--- config.mk ---
export PLATFORM = sky130hd
export DESIGN_NAME = uart_rx_fifo
export DESIGN_NICKNAME = d
export VERILOG_FILES = /design/src/rtl/uart_rx_fifo_pkg.sv /design/src/rtl/uart_sync_fifo.sv /design/src/rtl/uart_rx_fifo.sv
export SDC_FILE = /design/constraint.sdc
export NUM_CORES = 1
export LEC_CHECK = 0
export ABC_CLOCK_PERIOD_IN_PS = 4300
export CAP_MARGIN = 20
export CORE_ASPECT_RATIO = 1.1
export CORE_MARGIN = 2
export CORE_UTILIZATION = 60
export DETAILED_ROUTE_END_ITERATION = 16
export GPL_ROUTABILITY_DRIVEN = 1
export HOLD_SLACK_MARGIN = 0.12
export PLACE_DENSITY = 0.8
export SYNTH_ARGS = -nofsm -noshare
export SYNTH_HDL_FRONTEND = slang
export SYNTH_SLANG_ARGS = --single-unit
--- constraint.sdc ---
create_clock -name clk -period 4.3 [get_ports clk]
set_input_delay 0.43 -clock clk [delete_from_list [all_inputs] [get_ports clk]]
set_output_delay 0.43 -clock clk [all_outputs]
set_load 0.01 [all_outputs]
--- src/rtl/uart_rx_fifo_pkg.sv ---
// Shared UART definitions: receiver/transmitter state encoding and default line timing.
package uart_rx_fifo_pkg;

  localparam int UART_CLK_FREQ_DEF = 32'd50_000_000;
  localparam int UART_BAUD_DEF     = 32'd9600;
  localparam int UART_DATA_BITS    = 32'd8;

  typedef enum logic [2:0] {
    ST_IDLE      = 3'd0,
    ST_START     = 3'd1,
    ST_DATA      = 3'd2,
    ST_STOP      = 3'd3,
    ST_WAIT_IDLE = 3'd4
  } uart_state_e;

  // Bits arrive LSB first, so each new bit enters at the top of the byte.
  function automatic logic [7:0] shift_in_lsb_first(input logic [7:0] cur, input logic bit_in);
    return {bit_in, cur[7:1]};
  endfunction

endpackage

--- src/rtl/uart_sync_fifo.sv ---
// Single-clock byte FIFO with registered read data, registered flags and a drop-on-full overflow pulse.
module uart_sync_fifo #(
  parameter int WIDTH = 8,
  parameter int DEPTH = 16
) (
  input  logic             clk,
  input  logic             rst_n,
  input  logic             push,
  input  logic [WIDTH-1:0] push_data,
  input  logic             pop,
  output logic [WIDTH-1:0] pop_data,
  output logic             empty,
  output logic             full,
  output logic             overflow
);

  localparam int AW = $clog2(DEPTH);
  localparam int CW = AW + 1;

  logic [WIDTH-1:0] mem_r [DEPTH];
  logic [AW-1:0]    wr_ptr_r;
  logic [AW-1:0]    rd_ptr_r;
  logic [CW-1:0]    count_r;
  logic [CW-1:0]    count_nxt_s;
  logic [WIDTH-1:0] rd_data_r;
  logic             empty_r;
  logic             full_r;
  logic             overflow_r;
  logic             do_push_s;
  logic             do_pop_s;

  // Qualify requests against the current flags and compute next occupancy.
  always_comb begin
    do_push_s   = push & ~full_r;
    do_pop_s    = pop & ~empty_r;
    count_nxt_s = count_r;
    if (do_push_s && !do_pop_s) begin
      count_nxt_s = count_r + CW'(1);
    end else if (!do_push_s && do_pop_s) begin
      count_nxt_s = count_r - CW'(1);
    end else begin
      count_nxt_s = count_r;
    end
  end

  // Storage array; pointers wrap naturally because DEPTH is a power of two.
  always_ff @(posedge clk) begin
    if (do_push_s) begin
      mem_r[wr_ptr_r] <= push_data;
    end
  end

  // Pointers, occupancy, flags and the registered read port.
  always_ff @(posedge clk or negedge rst_n) begin
    if (!rst_n) begin
      wr_ptr_r   <= '0;
      rd_ptr_r   <= '0;
      count_r    <= '0;
      rd_data_r  <= '0;
      empty_r    <= 1'b1;
      full_r     <= 1'b0;
      overflow_r <= 1'b0;
    end else begin
      if (do_push_s) wr_ptr_r <= wr_ptr_r + AW'(1);
      if (do_pop_s) begin
        rd_ptr_r  <= rd_ptr_r + AW'(1);
        rd_data_r <= mem_r[rd_ptr_r];
      end
      count_r    <= count_nxt_s;
      empty_r    <= (count_nxt_s == CW'(0));
      full_r     <= (count_nxt_s == CW'(DEPTH));
      overflow_r <= push & full_r;
    end
  end

  assign pop_data = rd_data_r;
  assign empty    = empty_r;
  assign full     = full_r;
  assign overflow = overflow_r;

endmodule

--- src/rtl/uart_rx_fifo.sv ---
// 8N1 UART receiver with mid-bit sampling, frame-error detection and a byte FIFO on the output.
module uart_rx_fifo
  import uart_rx_fifo_pkg::*;
#(
  parameter int CLK_FREQ   = UART_CLK_FREQ_DEF,
  parameter int BAUD       = UART_BAUD_DEF,
  parameter int FIFO_DEPTH = 16
) (
  input  logic       clk,
  input  logic       rst_n,
  input  logic       rx_pin,
  input  logic       fifo_read_req,
  output logic [7:0] fifo_read_data,
  output logic       empty,
  output logic       full,
  output logic       frame_err,
  output logic       overflow
);

  localparam int BAUD_DIV = CLK_FREQ / BAUD;
  localparam int TW       = $clog2(BAUD_DIV);
  localparam logic [TW-1:0] HALF_M1 = TW'(BAUD_DIV / 2 - 1);
  localparam logic [TW-1:0] FULL_M1 = TW'(BAUD_DIV - 1);

  uart_state_e state_r;
  uart_state_e state_nxt_s;

  logic          sync1_r;
  logic          sync2_r;
  logic          rx_prev_r;
  logic          rx_s;
  logic          fall_s;
  logic [TW-1:0] timer_r;
  logic [2:0]    bit_idx_r;
  logic [7:0]    shift_r;
  logic          frame_err_r;
  logic          tick_half_s;
  logic          tick_full_s;
  logic          timer_clr_s;
  logic          bit_clr_s;
  logic          shift_en_s;
  logic          push_s;
  logic          ferr_s;

  assign rx_s        = sync2_r;
  assign fall_s      = rx_prev_r & ~rx_s;
  assign tick_half_s = (timer_r == HALF_M1);
  assign tick_full_s = (timer_r == FULL_M1);

  // Two-flop synchronizer plus one delayed copy for falling-edge detection; idles high.
  always_ff @(posedge clk or negedge rst_n) begin
    if (!rst_n) begin
      sync1_r   <= 1'b1;
      sync2_r   <= 1'b1;
      rx_prev_r <= 1'b1;
    end else begin
      sync1_r   <= rx_pin;
      sync2_r   <= sync1_r;
      rx_prev_r <= sync2_r;
    end
  end

  // FSM state register.
  always_ff @(posedge clk or negedge rst_n) begin
    if (!rst_n) state_r <= ST_IDLE;
    else        state_r <= state_nxt_s;
  end

  // FSM next-state logic.
  always_comb begin
    state_nxt_s = state_r;
    case (state_r)
      ST_IDLE: begin
        if (fall_s) state_nxt_s = ST_START;
        else        state_nxt_s = ST_IDLE;
      end
      ST_START: begin
        if (tick_half_s) state_nxt_s = rx_s ? ST_IDLE : ST_DATA;
        else             state_nxt_s = ST_START;
      end
      ST_DATA: begin
        if (tick_full_s && (bit_idx_r == 3'd7)) state_nxt_s = ST_STOP;
        else                                    state_nxt_s = ST_DATA;
      end
      ST_STOP: begin
        if (tick_full_s) state_nxt_s = rx_s ? ST_IDLE : ST_WAIT_IDLE;
        else             state_nxt_s = ST_STOP;
      end
      ST_WAIT_IDLE: begin
        if (rx_s) state_nxt_s = ST_IDLE;
        else      state_nxt_s = ST_WAIT_IDLE;
      end
      default: state_nxt_s = ST_IDLE;
    endcase
  end

  // FSM outputs: timer control, bit shifting and the per-frame verdict.
  always_comb begin
    timer_clr_s = 1'b0;
    bit_clr_s   = 1'b0;
    shift_en_s  = 1'b0;
    push_s      = 1'b0;
    ferr_s      = 1'b0;
    case (state_r)
      ST_IDLE:      timer_clr_s = 1'b1;
      ST_START: begin
        timer_clr_s = tick_half_s;
        bit_clr_s   = 1'b1;
      end
      ST_DATA: begin
        timer_clr_s = tick_full_s;
        shift_en_s  = tick_full_s;
      end
      ST_STOP: begin
        timer_clr_s = tick_full_s;
        push_s      = tick_full_s & rx_s;
        ferr_s      = tick_full_s & ~rx_s;
      end
      ST_WAIT_IDLE: timer_clr_s = 1'b1;
      default:      timer_clr_s = 1'b1;
    endcase
  end

  // Bit timer, bit index and shift register.
  always_ff @(posedge clk or negedge rst_n) begin
    if (!rst_n) begin
      timer_r     <= '0;
      bit_idx_r   <= 3'd0;
      shift_r     <= 8'h00;
      frame_err_r <= 1'b0;
    end else begin
      timer_r <= timer_clr_s ? '0 : timer_r + TW'(1);
      if (bit_clr_s) begin
        bit_idx_r <= 3'd0;
      end else if (shift_en_s) begin
        bit_idx_r <= bit_idx_r + 3'd1;
      end
      if (shift_en_s) shift_r <= shift_in_lsb_first(shift_r, rx_s);
      frame_err_r <= ferr_s;
    end
  end

  assign frame_err = frame_err_r;

  uart_sync_fifo #(
    .WIDTH (8),
    .DEPTH (FIFO_DEPTH)
  ) u_fifo (
    .clk       (clk),
    .rst_n     (rst_n),
    .push      (push_s),
    .push_data (shift_r),
    .pop       (fifo_read_req),
    .pop_data  (fifo_read_data),
    .empty     (empty),
    .full      (full),
    .overflow  (overflow)
  );

endmodule
==> results.json <==
{
  "number_of_top_level_pins": 16,
  "yosysWarningCount": 0,
  "total_power_mw": 4.19,
  "floorplan.initialDensity": 0.620,
  "synthesis.area_per_instance_um2": 17.3,
  "dieWidth_um": 111,
  "post_synth_arst_share": 0.301,
  "timing_worst_setup_path_type": "flop to flop",
  "flow.area_growth_from_synthesis_pct": 11.1,
  "worst_hold_path_type": "input pin to async pin",
  "drc_violation_count_after_routing": 0,
  "critPathMaxStageDelay_ns": 0.59,
  "combined_global_route_utilization_of_all_metal_layers": 0.224,
  "fin_cells": 618,
  "cts_resized": 0,
  "fmax_mhz": 373,
  "dpl.cell_count": 586,
  "yosys_register_bits": 183,
  "route.final.wire_length_mm": 13.6,
  "post_drt_wl_per_cell_um": 22.0,
  "cp.arrival_ns": 2.75,
  "synth-edff-count": 128,
  "drt-initial-drc-count": 269,
  "ys_types": 45,
  "clk-insertion-delay-late_ns": 0.43,
  "cts_buffer_depth": 2,
  "via_count": 3766,
  "pwr_density_cell_nw_per_um2": 504,
  "ys_dominant_reg_cell": "edfxtp_1",
  "maxSlewHeadroom": 0.450,
  "timing.critical_path.cells": "nand2_2 > or4b_4 > nor4_1 > and2_1",
  "peakVddDrop_uv": 405,
  "crit_required_ns": 4.36,
  "max-cap-violations": 0,
  "antenna_found_initial": 0,
  "place_ws_ns": 1.65,
  "rows": 42,
  "tightestPinTransition_ns": 0.825,
  "cpMaxStageDelayCell": "dfrtp_1",
  "final-max-slew-violation-count": 0,
  "worst-r2r-cell-count": 4,
  "fp.dieH_um": 121,
  "drive_above_1_share": 0.211,
  "report.final.hold_viol_count": 0,
  "timing.reg2reg.setup_slack_ns": 1.62,
  "crit_cells": 4,
  "status": "finished clean",
  "final_gp_congestion": 0.856,
  "setup-tns-final_ns": 0,
  "globalRoute.totalOverflow": 0,
  "grt_first_pass_wirelength_mm": 22.3,
  "drt_pre_antenna_iters": 4,
  "power_leakage_nw": 2.64,
  "setup_bufs_post_cts": 0,
  "most_common_cell_after_layout_fill_and_taps_aside": "edfxtp_1",
  "fill_cells": 801,
  "fin_nets": 465,
  "syn_nets": 448,
  "grt_pass1_vias": 3988,
  "min_period_over_period": 0.624,
  "grt_setup_unrepaired": "no",
  "synthCells": 434,
  "hold_buffers": 0,
  "setup_violations": 0,
  "fp.dieArea_um2": 13400,
  "port_buffers": 15,
  "netlist_area_pre_place_um2": 7490,
  "layout_setup_ws_ns": 1.62,
  "cp-end-kind": "flop",
  "synth_seq_area_share": 0.698,
  "clk_pin_slew_worst_paths_ns": 0.07,
  "cts-buffers-inserted": 17,
  "ant_diodes": 0,
  "crit_path_leading_delay_family": "simple AND/OR/NAND/NOR gates",
  "grt_start_max_net_pins": 56,
  "fp.coreArea_um2": 12100,
  "timing.critical_path.from_type": "flop",
  "layout.cells.most_common_list": "128 x edfxtp_1, 49 x dfrtp_1, 42 x nand2_1, 40 x mux4_2, 23 x nor2_1",
  "cts_num_sinks": 183,
  "final.min_clock_period_ns": 2.68,
  "finalClockSkew_ns": 0.00786,
  "htree_levels": 4,
  "critical_path.max_fanout": 14,
  "clock_tree.root_cell": "clkbuf_16",
  "drtAntennaViolNets": 0,
  "cts_tree": "yes",
  "critical_path_buffer_and_inverter_count": 0,
  "vias_per_cell": 6.09,
  "detailedPlacementHpwl_mm": 8.73
}
kinds of logic (layout without fill, tap and decap cells):
group,after synthesis,count (layout),share of synthesized area
flip-flops,183,183,0.698
AND/OR/NAND/NOR,124,124,0.0899
multiplexers,52,52,0.138
buffers and inverters,27,57,0.0169
XOR/XNOR,22,22,0.0257
AO/OA/AOI/OAI,16,16,0.0154
adder cells (fa/ha/maj),10,10,0.0167
power breakdown:
group	internal (mW)	switching [mW]
logic	0.293	0.233
registers	1.96	0.237
clock network	0.841	0.628
total	3.10	1.10
worst reg2reg max path, cell delays in order (launching register included):
cell and delay, ns:
dfrtp_1 0.59, nand2_2 0.09, or4b_4 0.53, nor4_1 0.57, and2_1 0.55
final cells by class:
cell class	instances	area, µm²	share of cell area
clock buffer	21	470	0.0565
clock inverter	11	98.8	0.0119
inverter	7	26.3	0.00316
multi-input combinational	224	2140	0.257
sequential	183	5230	0.628
tap	154	193	0.0232
timing repair buffer	18	168	0.0201
cells in the mapped netlist (all sizes together), types with 5 or more instances:
cell | number | share of area
clkbuf | 9 | 0.0045
nand3 | 8 | 0.0053
xor2 | 10 | 0.012
buf | 11 | 0.0089
inv | 7 | 0.0035
mux4 | 40 | 0.12
dfrtp | 51 | 0.17
and2 | 13 | 0.011
nand2 | 43 | 0.022
a22o | 5 | 0.0058
mux2 | 9 | 0.014
and3 | 5 | 0.0042
nor2 | 24 | 0.013
nand4 | 5 | 0.0042
xnor2 | 12 | 0.014
ha | 10 | 0.017
edfxtp | 128 | 0.51
worst paths after layout:
path | end | startpoint
min in group clk | rx_s | sync1_r
worst max register to register | u_fifo.mem_r[2][1] | state_r[0]
max in group asynchronous | u_fifo.rd_ptr_r[0] | rst_n
worst max-delay path | u_fifo.mem_r[2][1] | state_r[0]
worst min register to register | rx_s | sync1_r
worst min-delay path | u_fifo.pop_data[2] | rst_n
per-stage QoR:
stage,util,area (µm²),hold WS (ns)
2_1_floorplan,-,7490,0.134
3_3_place_gp,0.641,7750,0.346
3_5_place_dp,0.641,7750,0.349
4_1_cts,0.689,8320,0.165
5_1_grt,0.689,8320,0.202
6_report,0.689,8320,0.147
registers in the layout, summed over array words and instances, names as in the netlist:
name	cells
bit_idx_r	3
frame_err	1
rx_prev_r	1
rx_s	1
shift_r	8
state_r	3
sync1_r	1
timer_r	13
u_fifo.count_r	5
u_fifo.empty	1
u_fifo.full	1
u_fifo.mem_r	128
u_fifo.overflow	1
u_fifo.pop_data	8
u_fifo.rd_ptr_r	4
u_fifo.wr_ptr_r	4
layer usage:
metal	global-route usage	vias up	wire (µm)
met5	0	-	0
li1	-	1693	-
met2	0.378	105	7070
met1	0.290	1937	5600
met4	0.100	0	376
met3	0.0415	31	577
Power figures use the tool's default switching activity.
